File: src/rtl/uart_pkg.sv
// Shared UART definitions: FSM state encoding, default frame geometry and line levels.
package uart_pkg;

  typedef enum logic [1:0] {
    ST_IDLE  = 2'd0,
    ST_START = 2'd1,
    ST_DATA  = 2'd2,
    ST_STOP  = 2'd3
  } uart_state_t;

  localparam int   DEF_OVERSAMPLE = 16;
  localparam int   DEF_DATA_BITS  = 8;
  localparam logic LINE_IDLE      = 1'b1;

endpackage

File: src/rtl/uart_rx_sync.sv
// Two-flop synchronizer for the async RX pad plus a previous-value flop for falling-edge detect.
module uart_rx_sync
  import uart_pkg::*;
(
  input  logic clk,
  input  logic rst,
  input  logic rx_async,
  output logic rx_sync,
  output logic rx_fall
);

  logic rx_meta_p0;
  logic rx_sync_p1;
  logic rx_prev_p2;

  // Flops reset to the idle level so reset itself never looks like a start edge
  always_ff @(posedge clk) begin
    if (rst) begin
      rx_meta_p0 <= LINE_IDLE;
      rx_sync_p1 <= LINE_IDLE;
      rx_prev_p2 <= LINE_IDLE;
    end else begin
      rx_meta_p0 <= rx_async;
      rx_sync_p1 <= rx_meta_p0;
      rx_prev_p2 <= rx_sync_p1;
    end
  end

  assign rx_sync = rx_sync_p1;
  assign rx_fall = rx_prev_p2 & ~rx_sync_p1;

endmodule

File: src/rtl/uart_receiver.sv
// 8N1 UART receive path: mid-bit sampling on an oversample tick, byte/framing-error strobes.
module uart_receiver
  import uart_pkg::*;
#(
  parameter int OVERSAMPLE = DEF_OVERSAMPLE,
  parameter int DATA_BITS  = DEF_DATA_BITS
) (
  input  logic                 i_CLK,
  input  logic                 i_RESET,
  input  logic                 i_CLK_ENABLE,
  input  logic                 i_RX,
  output logic [DATA_BITS-1:0] o_DATA_OUT,
  output logic                 o_DATA_VALID,
  output logic                 o_FRAMING_ERROR,
  output logic                 o_RX_BUSY
);

  localparam int TW = $clog2(OVERSAMPLE);
  localparam int BW = $clog2(DATA_BITS + 1);
  localparam logic [TW-1:0] HALF_M1  = TW'(OVERSAMPLE / 2 - 1);
  localparam logic [TW-1:0] FULL_M1  = TW'(OVERSAMPLE - 1);
  localparam logic [BW-1:0] LAST_BIT = BW'(DATA_BITS - 1);

  logic rx_sync;
  logic rx_fall;

  uart_rx_sync u_sync (
    .clk      (i_CLK),
    .rst      (i_RESET),
    .rx_async (i_RX),
    .rx_sync  (rx_sync),
    .rx_fall  (rx_fall)
  );

  uart_state_t            state, state_n;
  logic [TW-1:0]          tick_cnt, tick_n;
  logic [BW-1:0]          bit_cnt, bit_n;
  logic [DATA_BITS-1:0]   shift_q, shift_n;
  logic [DATA_BITS-1:0]   data_q, data_n;
  logic                   vld_q, vld_n;
  logic                   ferr_q, ferr_n;
  logic                   fall_pend, fall_pend_n;

  // A falling edge between sparse ticks is held until the next tick can act on it
  always_comb begin
    state_n     = state;
    tick_n      = tick_cnt;
    bit_n       = bit_cnt;
    shift_n     = shift_q;
    data_n      = data_q;
    vld_n       = 1'b0;
    ferr_n      = 1'b0;
    fall_pend_n = fall_pend | rx_fall;
    if (i_CLK_ENABLE) begin
      fall_pend_n = 1'b0;
      case (state)
        ST_IDLE: begin
          if ((rx_fall || fall_pend) && !rx_sync) begin
            state_n = ST_START;
            tick_n  = '0;
          end
        end
        ST_START: begin
          if (tick_cnt == HALF_M1) begin
            tick_n  = '0;
            bit_n   = '0;
            state_n = rx_sync ? ST_IDLE : ST_DATA;
          end else begin
            tick_n = tick_cnt + 1'b1;
          end
        end
        ST_DATA: begin
          tick_n = (tick_cnt == FULL_M1) ? '0 : tick_cnt + 1'b1;
          if (tick_cnt == FULL_M1) begin
            shift_n = {rx_sync, shift_q[DATA_BITS-1:1]};
            bit_n   = bit_cnt + 1'b1;
            if (bit_cnt == LAST_BIT) state_n = ST_STOP;
          end
        end
        ST_STOP: begin
          tick_n = (tick_cnt == FULL_M1) ? '0 : tick_cnt + 1'b1;
          if (tick_cnt == FULL_M1) begin
            if (rx_sync) begin
              data_n = shift_q;
              vld_n  = 1'b1;
            end else begin
              ferr_n = 1'b1;
            end
            state_n = ST_IDLE;
          end
        end
        default: state_n = ST_IDLE;
      endcase
    end
  end

  always_ff @(posedge i_CLK) begin
    if (i_RESET) begin
      state     <= ST_IDLE;
      tick_cnt  <= '0;
      bit_cnt   <= '0;
      data_q    <= '0;
      vld_q     <= 1'b0;
      ferr_q    <= 1'b0;
      fall_pend <= 1'b0;
    end else begin
      state     <= state_n;
      tick_cnt  <= tick_n;
      bit_cnt   <= bit_n;
      data_q    <= data_n;
      vld_q     <= vld_n;
      ferr_q    <= ferr_n;
      fall_pend <= fall_pend_n;
    end
  end

  always_ff @(posedge i_CLK) begin
    shift_q <= shift_n;
  end

  assign o_DATA_OUT      = data_q;
  assign o_DATA_VALID    = vld_q;
  assign o_FRAMING_ERROR = ferr_q;
  assign o_RX_BUSY       = (state != ST_IDLE);

endmodule

File: config.mk
export PLATFORM = sky130hd
export DESIGN_NAME = uart_receiver
export DESIGN_NICKNAME = d
export VERILOG_FILES = /design/src/rtl/uart_pkg.sv /design/src/rtl/uart_rx_sync.sv /design/src/rtl/uart_receiver.sv
export SDC_FILE = /design/constraint.sdc
export NUM_CORES = 1
export LEC_CHECK = 0
export BUFFER_PORTS_ARGS = -buffer_cell sky130_fd_sc_hd__buf_2
export CORE_MARGIN = 4
export CORE_UTILIZATION = 59
export CTS_CLUSTER_SIZE = 8
export DETAILED_ROUTE_END_ITERATION = 10
export GPL_ROUTABILITY_DRIVEN = 0
export PLACE_DENSITY = 0.81
export SLEW_MARGIN = 20
export SYNTH_ARGS = -nofsm -noshare
export SYNTH_HDL_FRONTEND = slang
export SYNTH_SLANG_ARGS = --single-unit
File: constraint.sdc
create_clock -name i_CLK -period 5 [get_ports i_CLK]
set_clock_uncertainty 0.2 [all_clocks]
set_input_delay 0 -clock i_CLK [delete_from_list [all_inputs] [get_ports i_CLK]]
set_output_delay 0 -clock i_CLK [all_outputs]
set_load 0.02 [all_outputs]
Word level (Yosys, flattened, before mapping)
Index checks and enable logic that the tools add are counted.
{ "classes": {"add_sub_neg": 2, "eq_ne": 11, "n_mux": 16, "n_bitwise": 6, "n_reduce_logical": 14} }
{ "op_table": {"columns": ["op", "n"], "rows": [
  ["$mux 4", 5],
  ["$mux 2", 6],
  ["$pmux 4 s3", 1],
  ["$ne 2x2->1 const B", 5],
  ["$add 4x1->4 const B", 2],
  ["$eq 4x3->1 const B", 2],
  ["$pmux 2 s4", 1],
  ["$pmux 4 s2", 1],
  ["$reduce_and 4->1", 2],
  ["$reduce_and 6->1", 1],
  ["$eq 2x2->1 const B", 2],
  ["$eq 4x4->1 const B", 1],
  ["$not 1->1", 4],
  ["$reduce_bool 2->1", 2],
  ["$reduce_or 2->1", 2],
  ["$reduce_or 4->1", 1],
  ["$reduce_and 3->1", 1],
  ["$eq 2x1->1 const B", 1],
  ["$logic_not 2->1", 1],
  ["$mux 1", 2],
  ["$reduce_and 2->1", 1],
  ["$and 1x1->1", 1],
  ["$logic_and 1x1->1", 1],
  ["$logic_not 1->1", 1],
  ["other kinds (2)", 2]
]} }
{ "word_totals": {"register_bits": 32, "input_bits": 4, "output_inout_bits": 11, "word_cells": 60} }

Depth between registers and ports, before layout
Gate-level depths: netlist (run 1).
{ "logic_depth": {"word_depth": 6, "mapped_depth": 6, "depth_no_buf": 5} }

Cells and area by module
A second synthesis (run 1) with hierarchy kept.
{ "hier_totals": {"hier_cells": 119, "hier_area_um2": 1292.5} }
{ "modules_own_cells": {"columns": ["module", "instances", "cells_each", "area_each_um2"], "rows": [
  ["uart_receiver", 1, 112, 1207.4],
  ["uart_rx_sync", 1, 7, 85.1]
]} }

Worst setup path before layout (run 1)
No wires, ideal clock.
{ "synth_path": {"path_kind": "register to register", "startpoint": "reg tick_cnt[0]", "endpoint": "reg tick_cnt[3]", "t_arrival_ps": 1696, "slack_ps": 3030, "path_stages_with_launch": 6, "cell_sequence": "dfxtp_1 -> ha_1 -> and4_1 -> or3_1 -> or4_1 -> a31oi_1"} }
{ "synth_via": {"elab_chain_cells": 3, "word_cells_on_any_way": 6} }
{ "synth_rtl": {"columns": ["item", "line", "source"], "rows": [
  ["from (decl)", "uart_receiver.sv:36", "logic [TW-1:0] tick_cnt, tick_n;"],
  ["from (signal assigned)", "uart_receiver.sv:108", "tick_cnt <= tick_n;"],
  ["$add 4x1->4 (tied with other cells)", "uart_receiver.sv:69, uart_receiver.sv:73, uart_receiver.sv:81", null],
  ["$mux 4, on equally long branches", "uart_receiver.sv:73, uart_receiver.sv:81, uart_receiver.sv:64", null],
  ["$pmux 4 s3 (*)", "uart_receiver.sv:56", "case (state)"]
]} }
Every way passes the cells marked *; elsewhere a longest branch is shown, timed or not.
A chain may end at the register's enable or synchronous reset.

Worst setup path after layout (run 1)
{ "layout_path": {"startpoint": "reg tick_cnt[0]", "endpoint": "reg data_q[6], in the netlist o_DATA_OUT[6]"} }
{ "layout_via": {"elab_chain_cells": 2} }
{ "layout_rtl": {"columns": ["item", "line", "source"], "rows": [
  ["$eq 4x4->1", "uart_receiver.sv:82", "if (tick_cnt == FULL_M1) begin"],
  ["$reduce_and 4->1 (no line)", null, null],
  ["to (signal assigned)", "uart_receiver.sv:110", "data_q <= data_n;"],
  ["to (decl)", "uart_receiver.sv:39", "logic [DATA_BITS-1:0] data_q, data_n;"]
]} }
No other way between the ends.

==> results.json, run 1 <==
{
  "fin_setup_tns_ns": 0,
  "endpoint_kind": "flop",
  "io_pins": 15,
  "drive_gt1_frac": 0.209,
  "place_inst": 154,
  "drv_slew": 0,
  "criticalPathCategory": "reg -> reg",
  "slew_headroom": 0.607,
  "slowest_stage": "or4_1",
  "r2r-start": "tick_cnt[0]",
  "grt_setup_unrepaired": "false",
  "synth_area_leaders": "dfxtp_1, edfxtp_1, mux2i_1, nor2_1, nor3_1",
  "core_um2": 2000,
  "net-switching-power_mw": 0.0966,
  "worstSkewPairLatency_ns": 0.33,
  "power.share.sequential": 0.634,
  "crit_arrival_ns": 2.16,
  "grt_pass1_vias": 847,
  "report.final.hold_viol_count": 0,
  "grt_start_max_net_pins": 24,
  "worst_slew_pin_slew_ns": 0.587,
  "antenna_cells": 0,
  "synthCells": 119,
  "post-route-period-util": 0.431,
  "area_growth_pct": 13.2,
  "cts_sinks": 32,
  "routed_wl_mm": 2.18,
  "power.leakage_nw": 0.643,
  "p_int_mw": 0.325,
  "cts-resized-gates": 0,
  "pwr-share-comb": 0.036,
  "synth.distinct_cells": 32,
  "power.total_mw": 0.422,
  "synth_compound_area_frac": 0.0763,
  "crit_chain": "ha_1, nand3_1, or4_1, mux2i_1, nor2_1",
  "clk_path_buf_depth": 2,
  "ff2ff_setup_slack_ns": 2.85,
  "synthXorXnorAreaFrac": 0.00685,
  "root_buffer": "clkbuf_4",
  "grt_pass1_wl_mm": 3.75,
  "die_h_um": 54.6,
  "cts_tree": "yes",
  "fillers": 160,
  "die-area_um2": 2980,
  "startpoint_type": "flop",
  "cpPeakStageDelay_ns": 0.75,
  "min_period_ns": 2.15,
  "worst-path-max-fanout": 9,
  "cap_violations": 0,
  "num_vias": 928,
  "synthesis.nets": 125,
  "swShare": 0.229,
  "syn_area_um2": 1280,
  "clockPowerShare": 0.330,
  "drc_errors": 0,
  "min_path_type": "in -> reg",
  "powerDensity_nw_per_um2": 292,
  "synth_area_leader_cell": "dfxtp_1",
  "drtIter0Drc": 18,
  "clk_pin_slew_worst_paths_ns": 0.10,
  "synth_top_family_by_area": "simple AND/OR/NAND/NOR gates",
  "ys_seq_elements": 32,
  "drtPass1Iterations": 4,
  "synth.area.mux_share": 0.0861,
  "synthAdderAreaFrac": 0.0196,
  "setup_viol_count_final": 0,
  "worstRegToRegCells": 5,
  "yosysTopAreaCellShare": 0.376,
  "grt.total_usage": 0.182,
  "fin_nets": 144,
  "ctsHtreeMaxLevel": 2,
  "via_per_inst": 5.59,
  "place.port_buffers": 14,
  "yosys_warnings": 0,
  "synth-seq-area-share": 0.564,
  "peakVddDrop_v": 0.000246,
  "synth_simple_gate_area_frac": 0.210,
  "antenna_found_initial": 0,
  "cts_buffers": 5,
  "grt.overflow.total": 0,
  "crit_start": "tick_cnt[0]",
  "die_x_um": 54.6,
  "postRouteAntennaNets": 0,
  "cp-endpoint": "o_DATA_OUT[6]",
  "dpl.hpwl_mm": 1.52,
  "rows": 16,
  "status": "complete, no violations",
  "routedWlPerCell_um": 13.1,
  "max_freq_mhz": 464,
  "r2r-end": "o_DATA_OUT[6]",
  "fin_cells": 166,
  "initial_utilization": 0.639,
  "critPathRequiredTime_ns": 5.01,
  "syn_area_per_cell_um2": 10.7
}
==> placed cells by master, fill, tap and decap left out <==
| master | instances |
|---|---|
| a211oi_1 | 1 |
| a21oi_1 | 5 |
| a31oi_1 | 1 |
| a32oi_1 | 1 |
| and3_1 | 2 |
| and3b_1 | 1 |
| and4_1 | 1 |
| buf_2 | 14 |
| clkbuf_4 | 5 |
| clkinv_2 | 2 |
| clkinv_4 | 1 |
| dfxtp_1 | 24 |
| dlygate4sd3_1 | 4 |
| edfxtp_1 | 8 |
| ha_1 | 2 |
| inv_1 | 3 |
| mux2i_1 | 11 |
| nand2_1 | 6 |
| nand3_1 | 3 |
| nand4b_1 | 3 |
| nor2_1 | 13 |
| nor2_4 | 1 |
| nor3_1 | 6 |
| nor3_2 | 1 |
| nor3b_1 | 1 |
| nor4bb_1 | 2 |
| o211ai_1 | 2 |
| o21ai_0 | 3 |
| o21ai_1 | 2 |
| o21ba_2 | 1 |
| or2_2 | 4 |
| or3_1 | 2 |
| or4_1 | 2 |
| xor2_1 | 1 |
==> repair_timing <==
item                      in CTS  in global routing
hold endpoints to repair      22                  0
setup buffers                  0                  0
hold buffers                   4                  0
==> cells by family (layout without fill, tap and decap cells) <==
family / Yosys count / count (layout)
compound gates: 16 / 16
fa+ha+maj: 2 / 2
xor+xnor: 1 / 1
buf+inv: 9 / 29
simple gates: 48 / 48
flops: 32 / 32
mux: 11 / 11
==> state kept, by name, indices dropped and copies added (netlist names), named ones only <==
register / cells
o_FRAMING_ERROR: 1
o_DATA_OUT: 8
fall_pend: 1
o_DATA_VALID: 1
state: 1
bit_cnt: 4
tick_cnt: 4
shift_q: 8
u_sync.rx_sync: 1
u_sync.rx_prev_p2: 1
u_sync.rx_meta_p0: 1
==> synth_stat cells <==
cell type,count
dfxtp_1,24
and3_1,2
nor2_1,13
a31oi_1,1
or4_1,2
nor3b_1,1
nor3_1,7
nor2_4,1
a211oi_1,1
nand2_1,6
ha_1,2
and3b_1,1
a32oi_1,1
buf_2,2
or3_1,2
nor4bb_1,2
clkbuf_1,2
nand4b_1,3
nand3_1,3
xor2_1,1
o21ba_2,1
edfxtp_1,8
and4_1,1
o211ai_1,2
a21oi_1,5
o21ai_0,3
inv_1,3
o21ai_1,2
buf_6,1
mux2i_1,11
or2_2,4
buf_4,1
==> cell type report <==
cell class              instances  area (um2)  share of cell area
flip-flops and latches         32         721               0.498
clock inverters                 3        18.8              0.0130
repair buffers                 18         110              0.0761
inverters                       3        11.3             0.00778
well taps                      27        33.8              0.0233
clock buffers                   5        37.5              0.0259
multi-input cells              78         515               0.356
==> power groups by stage <==
stage	Sequential [mW]	Combinational, mW	Clock [mW]
after floorplan	0.272	0.0105	0
after global placement	0.273	0.0128	0
after detailed placement	0.273	0.0131	0
after CTS	0.267	0.0152	0.144
after global routing	0.268	0.0174	0.157
final	0.267	0.0153	0.139
==> worst min path at each step <==
| stage | cells after the start | start | endpoint |
|---|---|---|---|
| 5_1_grt | 3 | i_RX | u_sync.rx_meta_p0 |
| 2_1_floorplan | 1 | i_CLK_ENABLE | fall_pend |
| 3_3_place_gp | 2 | i_RX | u_sync.rx_meta_p0 |
| 6_report | 3 | i_RX | u_sync.rx_meta_p0 |
| 3_5_place_dp | 2 | i_RX | u_sync.rx_meta_p0 |
| 4_1_cts | 3 | i_RX | u_sync.rx_meta_p0 |
==> stage by stage <==
stage          area (um2)  setup slack [ns]   util  hold slack, ns
2_1_floorplan        1280              3.03      -          -0.121
3_3_place_gp         1350              2.89  0.673         -0.0156
3_5_place_dp         1350              2.79  0.673        -0.00527
4_1_cts              1440              2.84  0.721           0.175
5_1_grt              1450              2.71  0.723           0.216
6_report             1450              2.85  0.723           0.195
==> critical path, delay by kind of cell, from the launching register on <==
family / cells / cell delay, ns
and+or+nand+nor: 3 / 0.95
adders and majority gates: 1 / 0.26
muxes: 1 / 0.23
DFF: 1 / 0.39
==> metal layers <==
layer  routed length (um)  global-route usage
met5                    0                   0
met4                   42              0.0830
met3                  123              0.0736
met2                 1010               0.271
met1                  999               0.229
Power figures use the tool's default switching activity.
==> inputs of run 2 (changes only) <==
--- a/config.mk
+++ b/config.mk
@@ -7,11 +7,11 @@
 export LEC_CHECK = 0
 export BUFFER_PORTS_ARGS = -buffer_cell sky130_fd_sc_hd__buf_2
 export CORE_MARGIN = 4
-export CORE_UTILIZATION = 59
+export CORE_UTILIZATION = 55
 export CTS_CLUSTER_SIZE = 8
 export DETAILED_ROUTE_END_ITERATION = 10
 export GPL_ROUTABILITY_DRIVEN = 0
-export PLACE_DENSITY = 0.81
+export PLACE_DENSITY = 0.76
 export SLEW_MARGIN = 20
 export SYNTH_ARGS = -nofsm -noshare
 export SYNTH_HDL_FRONTEND = slang
==> constraint.sdc (replaced) <==
create_clock -name i_CLK -period 2 [get_ports i_CLK]
set_clock_uncertainty 0.2 [all_clocks]
set_input_delay 0 -clock i_CLK [delete_from_list [all_inputs] [get_ports i_CLK]]
set_output_delay 0 -clock i_CLK [all_outputs]
set_load 0.02 [all_outputs]
==> results.json, run 2 (same netlist as run 1, synthesis figures left out) <==
{
  "drtPass1Iterations": 4,
  "initial_utilization": 0.578,
  "routedWlPerCell_um": 13.5,
  "report.final.hold_viol_count": 0,
  "crit_family": "simple AND/OR/NAND/NOR gates",
  "power.leakage_nw": 0.676,
  "cp.depth": 5,
  "worst_slew_pin_slew_ns": 0.450,
  "status": "complete, no violations",
  "drtIter0Drc": 19,
  "postCtsSetupRepairBufs": 0,
  "worstSkewPairLatency_ns": 0.32,
  "use_met1": 0.196,
  "antenna_cells": 0,
  "path_buf_inv": 0,
  "slowest_stage": "or4_1",
  "grt_pass1_vias": 870,
  "grt.total_usage": 0.159,
  "powerDensity_nw_per_um2": 691,
  "cts_buffers": 5,
  "die_x_um": 56.2,
  "postRouteAntennaNets": 0,
  "critPathRequiredTime_ns": 2.05,
  "grt_start_max_net_pins": 24,
  "drc_errors": 0,
  "crit_start": "tick_cnt[1]",
  "startpoint_type": "flop",
  "drv_slew": 0,
  "ff2ff_setup_slack_ns": 0.05,
  "worstRegToRegCells": 5,
  "min_period_ns": 1.95,
  "layout_common_cells": "dfxtp_1, buf_2, nor2_1, mux2i_1",
  "core_um2": 2210,
  "rows": 17,
  "cts_sinks": 32,
  "place.port_buffers": 14,
  "peakVddDrop_v": 0.000658,
  "drive_gt1_frac": 0.265,
  "antenna_found_initial": 0,
  "grt_pass1_wl_mm": 3.87,
  "num_vias": 963,
  "r2r-end": "tick_cnt[3]",
  "r2r-start": "tick_cnt[1]",
  "layout_commonest_cell": "dfxtp_1",
  "slew_headroom": 0.696,
  "via_per_inst": 5.50,
  "setup_viol_count_final": 0,
  "hp-start": "i_RX",
  "cts_tree": "yes",
  "crit_arrival_ns": 2.00,
  "power.total_mw": 1.04,
  "worst-path-max-fanout": 5,
  "fin_nets": 152,
  "die-area_um2": 3160,
  "clk_path_buf_depth": 2,
  "io_pins": 15,
  "crit_chain": "ha_2, nor4bb_1, or3_4, or4_1, a31oi_1",
  "fin_setup_tns_ns": 0,
  "cap_violations": 0,
  "post-route-period-util": 0.975,
  "endpoint_kind": "flop",
  "routed_wl_mm": 2.37,
  "holdPathStages": 3,
  "die_h_um": 56.2,
  "criticalPathCategory": "reg -> reg",
  "ctsHtreeMaxLevel": 2,
  "max_freq_mhz": 513,
  "grt.overflow.total": 0,
  "grt.busiest_layer": "met2",
  "globalRouteMet3Util": 0.0719,
  "min_to": "u_sync.rx_meta_p0",
  "area_growth_pct": 18.1,
  "min_path_type": "in -> reg",
  "clk_pin_slew_worst_paths_ns": 0.09,
  "root_buffer": "clkbuf_4",
  "grt_use_met2": 0.242,
  "dpl.hpwl_mm": 1.58,
  "cpPeakStageDelay_ns": 0.48
}
## run 2: cell types whose count changed in the layout (fill, tap and decap cells not counted), moves of 2 or more
cell      previous run  this run
clkbuf_1             0         2
dfxtp_1             24        22
dfxtp_2              0         2
buf_4                0         8
## run 2: stage by stage
| step | cells | instance area (um2) | util | hold slack (ns) | setup WS, ns |
|---|---|---|---|---|---|
| 2_1_floorplan | 119 | 1280 | - | -0.121 | 0.0297 |
| 3_3_place_gp | 163 | 1410 | 0.636 | -0.0120 | 0.0464 |
| 3_5_place_dp | 163 | 1410 | 0.636 | -0.00517 | -0.00700 |
| 4_1_cts | 175 | 1500 | 0.678 | 0.177 | 0.00950 |
| 5_1_grt | 175 | 1510 | 0.683 | 0.189 | -0.0205 |
| 6_report | 175 | 1510 | 0.683 | 0.203 | 0.0508 |
## run 2: how the worst max path moves through the flow
stage | to | slack (ns)
6_report | tick_cnt[3] | 0.05
5_1_grt | tick_cnt[0] | -0.02
4_1_cts | tick_cnt[3] | 0.009
3_5_place_dp | tick_cnt[3] | -0.007
3_3_place_gp | tick_cnt[3] | 0.05
2_1_floorplan | tick_cnt[3] | 0.03
## run 2: final cells by class
type | instances | area (um2)
Clock inverter | 1 | 5.00
Inverter | 3 | 11.3
Clock buffer | 7 | 45.0
Timing Repair Buffer | 26 | 170
Multi-Input combinational cell | 78 | 520
Fill cell | 186 | 702
Tap cell | 28 | 35.0
Sequential cell | 32 | 723
## run 2: timing repair
| item | in CTS | in global routing |
|---|---|---|
| setup endpoints to repair | 1 | 2 |
| endpoints found under the hold margin | 21 | 0 |
| resized for setup | 1 | 4 |
| hold buffers | 4 | 0 |
| pin swaps | 0 | 1 |
## run 2: worst min-delay path, stage by stage
cell,delay (ns)
dlygate4sd3_1,0.52
buf_2,0.09
or2_2,0.08
## run 2: report_power, final
group          internal (mW)  total (mW)  switching, mW
Sequential             0.663       0.668        0.00509
Clock                  0.137       0.330          0.193
Combinational         0.0210      0.0457         0.0247
Total                  0.821        1.04          0.223
## run 2: layer usage
metal	vias to the layer above	wire, um
met2	17	1120
li1	480	-
met1	460	1100
met5	-	0
met4	0	37
met3	6	116
==> inputs of run 3 (changes only) <==
--- a/config.mk
+++ b/config.mk
@@ -6,6 +6,7 @@
 export NUM_CORES = 1
 export LEC_CHECK = 0
 export BUFFER_PORTS_ARGS = -buffer_cell sky130_fd_sc_hd__buf_2
+export CORE_ASPECT_RATIO = 1.75
 export CORE_MARGIN = 4
 export CORE_UTILIZATION = 55
 export CTS_CLUSTER_SIZE = 8
==> results.json, run 3 (same netlist as run 1, synthesis figures left out) <==
{
  "clk_path_buf_depth": 2,
  "grt_pass1_vias": 1034,
  "cts_buffers": 5,
  "routedWlPerCell_um": 15.1,
  "die_x_um": 44.5,
  "place.port_buffers": 14,
  "drtPass1Iterations": 4,
  "ctsHtreeMaxLevel": 2,
  "layout_common_cells": "dfxtp_1, buf_2, nor2_1, mux2i_1, buf_4",
  "report.final.hold_viol_count": 0,
  "grt.total_usage": 0.197,
  "worst-path-max-fanout": 4,
  "root_buffer": "clkbuf_4",
  "fin_nets": 154,
  "fin_cells": 173,
  "cts_sinks": 32,
  "io_pins": 15,
  "swShare": 0.216,
  "drv_slew": 0,
  "initial_utilization": 0.596,
  "cts_tree": "yes",
  "worstRegToRegCells": 6,
  "endpoint_kind": "flop",
  "min_to": "u_sync.rx_meta_p0",
  "critPathRequiredTime_ns": 2.06,
  "drc_errors": 0,
  "cap_violations": 0,
  "num_vias": 997,
  "setup_viol_count_final": 0,
  "r2r-start": "tick_cnt[1]",
  "routed_wl_mm": 2.61,
  "hp-start": "i_RX",
  "power.leakage_nw": 0.685,
  "status": "complete, no violations",
  "antenna_cells": 0,
  "rows": 22,
  "powerDensity_nw_per_um2": 684,
  "dpl.hpwl_mm": 1.80,
  "pwr-share-comb": 0.044,
  "placed_cell_area_um2": 1410,
  "via_per_inst": 5.76,
  "holdPathStages": 3,
  "min_period_ns": 1.90,
  "peakVddDrop_v": 0.000430,
  "slew_headroom": 0.732,
  "criticalPathCategory": "reg -> reg",
  "place_inst": 160,
  "net-switching-power_mw": 0.227,
  "die-area_um2": 3190,
  "stdcell_area_um2": 1540,
  "power.share.sequential": 0.636,
  "clk_pin_slew_worst_paths_ns": 0.10,
  "area_growth_pct": 20.2,
  "max_freq_mhz": 527,
  "r2r-end": "tick_cnt[0]",
  "die_h_um": 71.8,
  "clockPowerShare": 0.320,
  "crit_arrival_ns": 1.96,
  "worst_slew_pin_slew_ns": 0.402,
  "antenna_found_initial": 0,
  "startpoint_type": "flop",
  "worstSkewPairLatency_ns": 0.33,
  "post-route-period-util": 0.950,
  "core_um2": 2150,
  "grt_start_max_net_pins": 24,
  "min_path_type": "in -> reg",
  "grt.overflow.total": 0,
  "drtIter0Drc": 17,
  "postRouteAntennaNets": 0,
  "fillers": 154,
  "drive_gt1_frac": 0.282,
  "grt_pass1_wl_mm": 4.46,
  "p_int_mw": 0.825,
  "ff2ff_setup_slack_ns": 0.10,
  "layout_commonest_cell": "dfxtp_1",
  "grt_setup_unrepaired": "false"
}
[run 3: worst max-delay path by stage]
stage	startpoint	to	slack, ns	depth (start not counted)
2_1_floorplan	tick_cnt[0]	tick_cnt[3]	0.03	5
3_3_place_gp	tick_cnt[0]	tick_cnt[3]	0.07	5
3_5_place_dp	tick_cnt[0]	tick_cnt[3]	-0.01	5
4_1_cts	tick_cnt[0]	tick_cnt[3]	0.03	5
5_1_grt	tick_cnt[1]	tick_cnt[0]	0.008	6
6_report	tick_cnt[1]	tick_cnt[0]	0.10	6
[run 3: layout make-up]
type | instances | area (um2) | share of cell area
Multi-Input combinational cell | 78 | 537 | 0.349
Clock buffer | 8 | 48.8 | 0.0318
Timing Repair Buffer | 28 | 185 | 0.121
Sequential cell | 32 | 724 | 0.471
Tap cell | 24 | 30.0 | 0.0195
Inverter | 3 | 11.3 | 0.00733
[run 3: layer usage]
metal	track usage	vias up	part of all wire
met4	0.141	0	0.045
met5	0	-	0
li1	-	490	-
met2	0.336	21	0.55
met1	0.186	474	0.37
met3	0.0678	12	0.035
[run 3: stage by stage]
step	setup TNS (ns)	power [mW]	utilization	hold WS [ns]	setup slack, ns
final	0	1.05	0.716	0.203	0.101
after global routing	0	1.11	0.716	0.186	0.00836
after CTS	0	1.07	0.703	0.177	0.0269
after detailed placement	-0.0122	0.722	0.657	-0.0144	-0.0122
after global placement	0	0.721	0.657	-0.0172	0.0673
after floorplan	0	0.706	-	-0.121	0.0297
[run 3: power by group through the flow]
| stage | Clock (mW) | Combinational [mW] | Sequential [mW] |
|---|---|---|---|
| 6_report | 0.336 | 0.0461 | 0.669 |
| 2_1_floorplan | 0 | 0.0263 | 0.680 |
| 4_1_cts | 0.358 | 0.0441 | 0.668 |
| 5_1_grt | 0.391 | 0.0504 | 0.670 |
| 3_5_place_dp | 0 | 0.0384 | 0.683 |
| 3_3_place_gp | 0 | 0.0377 | 0.683 |
[run 3: timing repair]
item | in CTS | in global routing
cloned | 0 | 0
gates resized for setup | 1 | 7
pin swaps | 0 | 3
endpoints found under the setup margin | 1 | 10
hold endpoints to repair | 21 | 0
buffers inserted | 1 | 0
hold buffers | 4 | 0
[run 3: worst max-delay path, cell delays in order (launching register included)]
cell and delay [ns]:
dfxtp_2 0.35, ha_4 0.17, and4_4 0.19, or3_4 0.36, buf_4 0.14, or3_1 0.30, a21oi_1 0.13
